`config.mk`:
```
export PLATFORM = sky130hd
export DESIGN_NAME = exu
export DESIGN_NICKNAME = d
export VERILOG_FILES = /design/src/rtl/alu_pkg.sv /design/src/rtl/exu_pkg.sv /design/src/rtl/alu.sv /design/src/rtl/exu.sv
export SDC_FILE = /design/constraint.sdc
export NUM_CORES = 1
export LEC_CHECK = 0
export CAP_MARGIN = 40
export CORE_UTILIZATION = 57
export CTS_BUF_LIST = sky130_fd_sc_hd__clkbuf_4 sky130_fd_sc_hd__clkbuf_8
export DETAILED_ROUTE_END_ITERATION = 7
export PLACE_DENSITY = 0.88
export SYNTH_ARGS = -nofsm -noshare
export SYNTH_HDL_FRONTEND = slang
export SYNTH_SLANG_ARGS = --single-unit
```
`constraint.sdc`:
```
create_clock -name clk -period 5.7 [get_ports clk]
set_input_delay 0.57 -clock clk [delete_from_list [all_inputs] [get_ports clk]]
set_output_delay 0.57 -clock clk [all_outputs]
set_load 0.05 [all_outputs]
```
`src/rtl/alu_pkg.sv`:
```
// ALU operation encoding shared by decode, execute and the ALU itself.
package alu_pkg;

  typedef enum logic [3:0] {
    ALU_ADD  = 4'd0,
    ALU_SUB  = 4'd1,
    ALU_SLL  = 4'd2,
    ALU_SLT  = 4'd3,
    ALU_SLTU = 4'd4,
    ALU_XOR  = 4'd5,
    ALU_SRL  = 4'd6,
    ALU_SRA  = 4'd7,
    ALU_OR   = 4'd8,
    ALU_AND  = 4'd9,
    ALU_EQ   = 4'd10
  } alu_op_t;

endpackage

```
`src/rtl/exu_pkg.sv`:
```
// Execute-stage types: control-flow class and instruction size.
package exu_pkg;

  typedef enum logic [3:0] {
    BR_NONE = 4'd0,
    BR_BEQ  = 4'd1,
    BR_BNE  = 4'd2,
    BR_BLT  = 4'd3,
    BR_BGE  = 4'd4,
    BR_BLTU = 4'd5,
    BR_BGEU = 4'd6,
    BR_JAL  = 4'd7,
    BR_JALR = 4'd8
  } br_type_t;

  localparam int unsigned INSN_BYTES = 4;

endpackage

```
`src/rtl/alu.sv`:
```
// Combinational integer ALU; unknown operations produce zero.
module alu
  import alu_pkg::*;
#(
  parameter int unsigned XLEN = 32
) (
  input  logic [XLEN-1:0] a,
  input  logic [XLEN-1:0] b,
  input  alu_op_t         op,
  output logic [XLEN-1:0] res
);

  logic [4:0] shamt;

  assign shamt = b[4:0];

  always_comb begin
    res = '0;
    case (op)
      ALU_ADD:  res = a + b;
      ALU_SUB:  res = a - b;
      ALU_SLL:  res = a << shamt;
      ALU_SRL:  res = a >> shamt;
      ALU_SRA:  res = $signed(a) >>> shamt;
      ALU_SLT:  res = {{(XLEN-1){1'b0}}, $signed(a) < $signed(b)};
      ALU_SLTU: res = {{(XLEN-1){1'b0}}, a < b};
      ALU_XOR:  res = a ^ b;
      ALU_OR:   res = a | b;
      ALU_AND:  res = a & b;
      ALU_EQ:   res = {{(XLEN-1){1'b0}}, a == b};
      default:  res = '0;
    endcase
  end

endmodule

```
`src/rtl/exu.sv`:
```
// Execute stage: operand select, ALU, branch/jump resolution and the single
// decode-to-writeback pipeline register with valid/ready handshakes.
module exu
  import alu_pkg::*;
  import exu_pkg::*;
#(
  parameter int unsigned XLEN = 32
) (
  input  logic            clk,
  input  logic            rst_n,
  input  logic            flush,
  input  logic            in_valid,
  output logic            in_ready,
  input  logic [XLEN-1:0] in_pc,
  input  logic [XLEN-1:0] in_rs1,
  input  logic [XLEN-1:0] in_rs2,
  input  logic [XLEN-1:0] in_imm,
  input  alu_op_t         in_alu_op,
  input  logic            in_src1_pc,
  input  logic            in_src2_imm,
  input  br_type_t        in_br,
  input  logic [4:0]      in_rd,
  input  logic            in_rd_we,
  output logic            out_valid,
  input  logic            out_ready,
  output logic [XLEN-1:0] out_pc,
  output logic [XLEN-1:0] out_result,
  output logic [4:0]      out_rd,
  output logic            out_rd_we,
  output logic            out_redirect,
  output logic [XLEN-1:0] out_redirect_pc
);

  logic [XLEN-1:0] alu_a;
  logic [XLEN-1:0] alu_b;
  logic [XLEN-1:0] alu_res;
  logic [XLEN-1:0] br_target;
  logic [XLEN-1:0] link_pc;
  logic            accept;
  logic            drain;
  logic            rd_we_eff;

  logic [XLEN-1:0] nxt_result;
  logic            nxt_rd_we;
  logic            nxt_redirect;
  logic [XLEN-1:0] nxt_redirect_pc;

  assign alu_a = in_src1_pc  ? in_pc  : in_rs1;
  assign alu_b = in_src2_imm ? in_imm : in_rs2;

  alu #(
    .XLEN (XLEN)
  ) alu_inst (
    .a   (alu_a),
    .b   (alu_b),
    .op  (in_alu_op),
    .res (alu_res)
  );

  assign br_target = in_pc + in_imm;
  assign link_pc   = in_pc + XLEN'(INSN_BYTES);
  assign rd_we_eff = in_rd_we && (in_rd != 5'd0);

  // Ready depends only on the output side, never on in_valid.
  assign in_ready = rst_n && (!out_valid || out_ready);
  assign accept   = in_valid && in_ready;
  assign drain    = out_valid && out_ready;

  always_comb begin
    nxt_result      = alu_res;
    nxt_rd_we       = rd_we_eff;
    nxt_redirect    = 1'b0;
    nxt_redirect_pc = '0;
    case (in_br)
      BR_BEQ, BR_BLT, BR_BLTU: begin
        nxt_result      = '0;
        nxt_rd_we       = 1'b0;
        nxt_redirect    = alu_res[0];
        nxt_redirect_pc = br_target;
      end
      BR_BNE, BR_BGE, BR_BGEU: begin
        nxt_result      = '0;
        nxt_rd_we       = 1'b0;
        nxt_redirect    = ~alu_res[0];
        nxt_redirect_pc = br_target;
      end
      BR_JAL: begin
        nxt_result      = link_pc;
        nxt_redirect    = 1'b1;
        nxt_redirect_pc = alu_res;
      end
      BR_JALR: begin
        nxt_result      = link_pc;
        nxt_redirect    = 1'b1;
        nxt_redirect_pc = {alu_res[XLEN-1:1], 1'b0};
      end
      default: begin
        nxt_result      = alu_res;
        nxt_redirect    = 1'b0;
        nxt_redirect_pc = '0;
      end
    endcase
  end

  always_ff @(posedge clk) begin
    if (!rst_n) begin
      out_valid       <= 1'b0;
      out_pc          <= '0;
      out_result      <= '0;
      out_rd          <= '0;
      out_rd_we       <= 1'b0;
      out_redirect    <= 1'b0;
      out_redirect_pc <= '0;
    end else if (flush) begin
      out_valid <= 1'b0;
    end else if (accept) begin
      out_valid       <= 1'b1;
      out_pc          <= in_pc;
      out_result      <= nxt_result;
      out_rd          <= in_rd;
      out_rd_we       <= nxt_rd_we;
      out_redirect    <= nxt_redirect;
      out_redirect_pc <= nxt_redirect_pc;
    end else if (drain) begin
      out_valid <= 1'b0;
    end
  end

endmodule

```
==> qor.yml <==
clock_network:
  cts_tree: "built"
  clockBufferDepth: 2
  worstSkewPairLatency_ps: 380
  cts_setup_buffers: 0
  cts_root_buf: "clkbuf_8"
  cts-resized-gates: 0
  cts_made_buffers: 9
  clkSlewWorstSetupHoldPaths_ps: 120
  htree_num_levels: 3
  cts.sinks: 104
  hold_buffers: 0
routing:
  drt_first_iter_violations: 3643
  wirelength_um: 75300
  num_vias: 20000
  avgViaCountPerCell: 7.29
  wl_per_cell_um: 27.5
  drc: 0
  dr.pass1.iters: 6
  ant_nets: 0
cells_and_area:
  nNetsFinal: 2646
  fillers: 2257
  diodes: 0
  final_common_cell: "clkdlybuf4s50_1"
  syn_to_final_growth_pct: 19.2
  layout_common_cells: "clkdlybuf4s50_1 (250), nand2_1 (238), nor2_1 (196)"
  drive_above_1_share_pct: 6.59
synthesis:
  syn_area_per_cell_um2: 7.24
  ys_ff_latch: 104
  synth_edf_count: 0
  synthArstFlopShare_pct: 0
  synthCells: 2190
  yosysWarnings: 0
  synth.top_cell.area_share_pct: 13.1
  synth.cell_area_mm2: 0.0158
  yosys.area.top_type: "dfxtp_1"
  ys_types: 92
  ys_seq_area_share_pct: 13.1
  synth_nets: 2475
  synth.top_cells.by_area: "dfxtp_1 (13%), mux2i_1 (11%), ha_1 (11%)"
  ys.flop_type: "dfxtp_1"
sta:
  tightestPinTransition_ps: 1020
  min_period_over_period_pct: 85.2
  slew_headroom_pct: 31.5
  maxSlewViolCount: 0
  fin_worst_skew_ps: 14.8
  finalSetupViolCount: 0
  post-route-min-period_ps: 4860
  holdWs_ps: 472
  layout_setup_ws_ps: 843
  rsz0062_at_grt: "no"
  max_freq_ghz: 0.206
  hold_viol_final: 0
  fin_setup_tns_ps: 0
placed_design:
  dpl_worst_slack_ps: 547
  gp_congestion: 1.14
  io_buffers: 253
  hpwlAfterDp_um: 58200
worst_setup_path:
  critPathMostFrequentCell: "or3_1"
  cp_slowest_cell: "or4_1"
  crit_family: "compound AO/OA/AOI/OAI gates"
  cp-end-kind: "flop"
  critPathBufInv: 2
  cp.arrival_ps: 5140
  cpPeakStageDelay_ps: 620
  required_ps: 5990
  crit_chain: "buf_2 > buf_4 > mux2i_1 > ha_1 > or4_1 > or3_1 > or3_1 > o211ai_1 > a211oi_1 > xnor2_1 > a221oi_1 > a21oi_1 > o221a_1"
  cp-start-kind: "input pin"
  critPathMaxFanout: 19
  setup.worst_path.class: "input pin to flop"
power:
  p_switching_mw: 1.74
  seqPwrFrac_pct: 22.9
  clockPowerShare_pct: 13.8
  vdd_ir_drop_max_mv: 0.141
  p_total_mw: 3.42
  p_int_mw: 1.68
  power_density_mw_per_mm2: 181
  leakagePower_nw: 7.84
  combPwrFrac_pct: 63.3
  p_sw_share_pct: 50.9
die:
  start_util_pct: 58.5
  design.core.area_mm2: 0.0271
  ios: 254
  num_rows: 60
  fp.dieH_um: 169
  die-area_mm2: 0.0285
  die-width_um: 169
global_routing:
  grt_antenna_before_repair: 1
  groute.usage.overall_pct: 50.7
  grt_pass1_wl_um: 111000
  grt_start_max_net_pins: 85
  grt_pass1_vias: 18600
  grt_remaining_overflow: 0
status:
  status: "completed"
min_path:
  min_path_type: "flop to flop"
job:
  cap_viol_max_count: 0
## metrics by stage
| step | utilization [%] | cells | instance area (um2) |
|---|---|---|---|
| floorplan | - | 2190 | 15800 |
| global placement | 68.9 | 2720 | 18700 |
| detailed placement | 69.0 | 2722 | 18700 |
| CTS | 69.7 | 2738 | 18900 |
| global route | 69.7 | 2738 | 18900 |
| finish | 69.7 | 2738 | 18900 |
## worst reg2reg max path: cells and delay by family, from the launching register on
family | cells | cell delay [ps]
compound gates | 1 | 210
simple gates | 4 | 1470
buf+inv | 1 | 410
flops | 1 | 340
## cells in the mapped netlist, types with 29 or more instances
library cell	number
a211oi_1	36
a21boi_0	44
a21o_1	39
a21oi_1	147
a221oi_1	36
a22oi_1	33
a31oi_1	29
clkbuf_1	109
dfxtp_1	104
ha_1	133
inv_1	99
mux2i_1	170
nand2_1	238
nand3_1	44
nor2_1	196
nor3_1	49
o211ai_1	34
o21ai_0	138
xnor2_1	29
xor2_1	30
## logic make-up (layout without fill, tap and decap cells)
| kind of cell | Yosys count | in the layout | synth area share [%] |
|---|---|---|---|
| compound gates | 750 | 750 | 32.5 |
| simple gates | 683 | 683 | 19.9 |
| buf+inv | 257 | 433 | 6.67 |
| mux | 201 | 201 | 13.6 |
| fa+ha+maj | 136 | 136 | 10.9 |
| flops | 104 | 104 | 13.1 |
| xor+xnor | 59 | 59 | 3.26 |
## metal layers
layer  track usage [%]  part of all wire, %  up-vias
li1                  -                    -     8489
met3              15.1                   14      422
met1              63.0                   37     9201
met5                 0                    0        -
met2              75.0                   41     1846
met4              34.9                  8.6        0
## power groups by stage
stage	registers, mW	clock network (mW)	logic [mW]
after detailed placement	0.797	0	2.04
final	0.782	0.473	2.16
after global routing	0.785	0.497	2.25
after floorplan	0.913	0	1.22
after global placement	0.796	0	2.02
after CTS	0.781	0.466	2.05
## worst paths after layout
kind	from	end	slack (ps)	depth (start not counted)
worst min-delay path	out_pc[22]	out_pc[22]	470	2
worst max register to register	out_valid	out_result[8]	3210	6
worst max-delay path	in_src2_imm	out_result[28]	840	13
worst min register to register	out_pc[22]	out_pc[22]	470	2
## sequential cells by signal (all words and copies together), names as in the netlist
name	count
out_pc	32
out_rd	5
out_rd_we	1
out_redirect	1
out_redirect_pc	32
out_result	32
out_valid	1
## layout make-up
cell class                      instances  area (um2)  area share (%)
Clock buffer                            9         124           0.656
Inverter                              106         400            2.12
Timing Repair Buffer                  311        2960            15.7
Tap cell                              372         465            2.46
Clock inverter                          7        72.6           0.384
Multi-Input combinational cell       1829       12800            67.7
Sequential cell                       104        2080            11.0
Note: power is estimated with default switching activity, not from simulation.
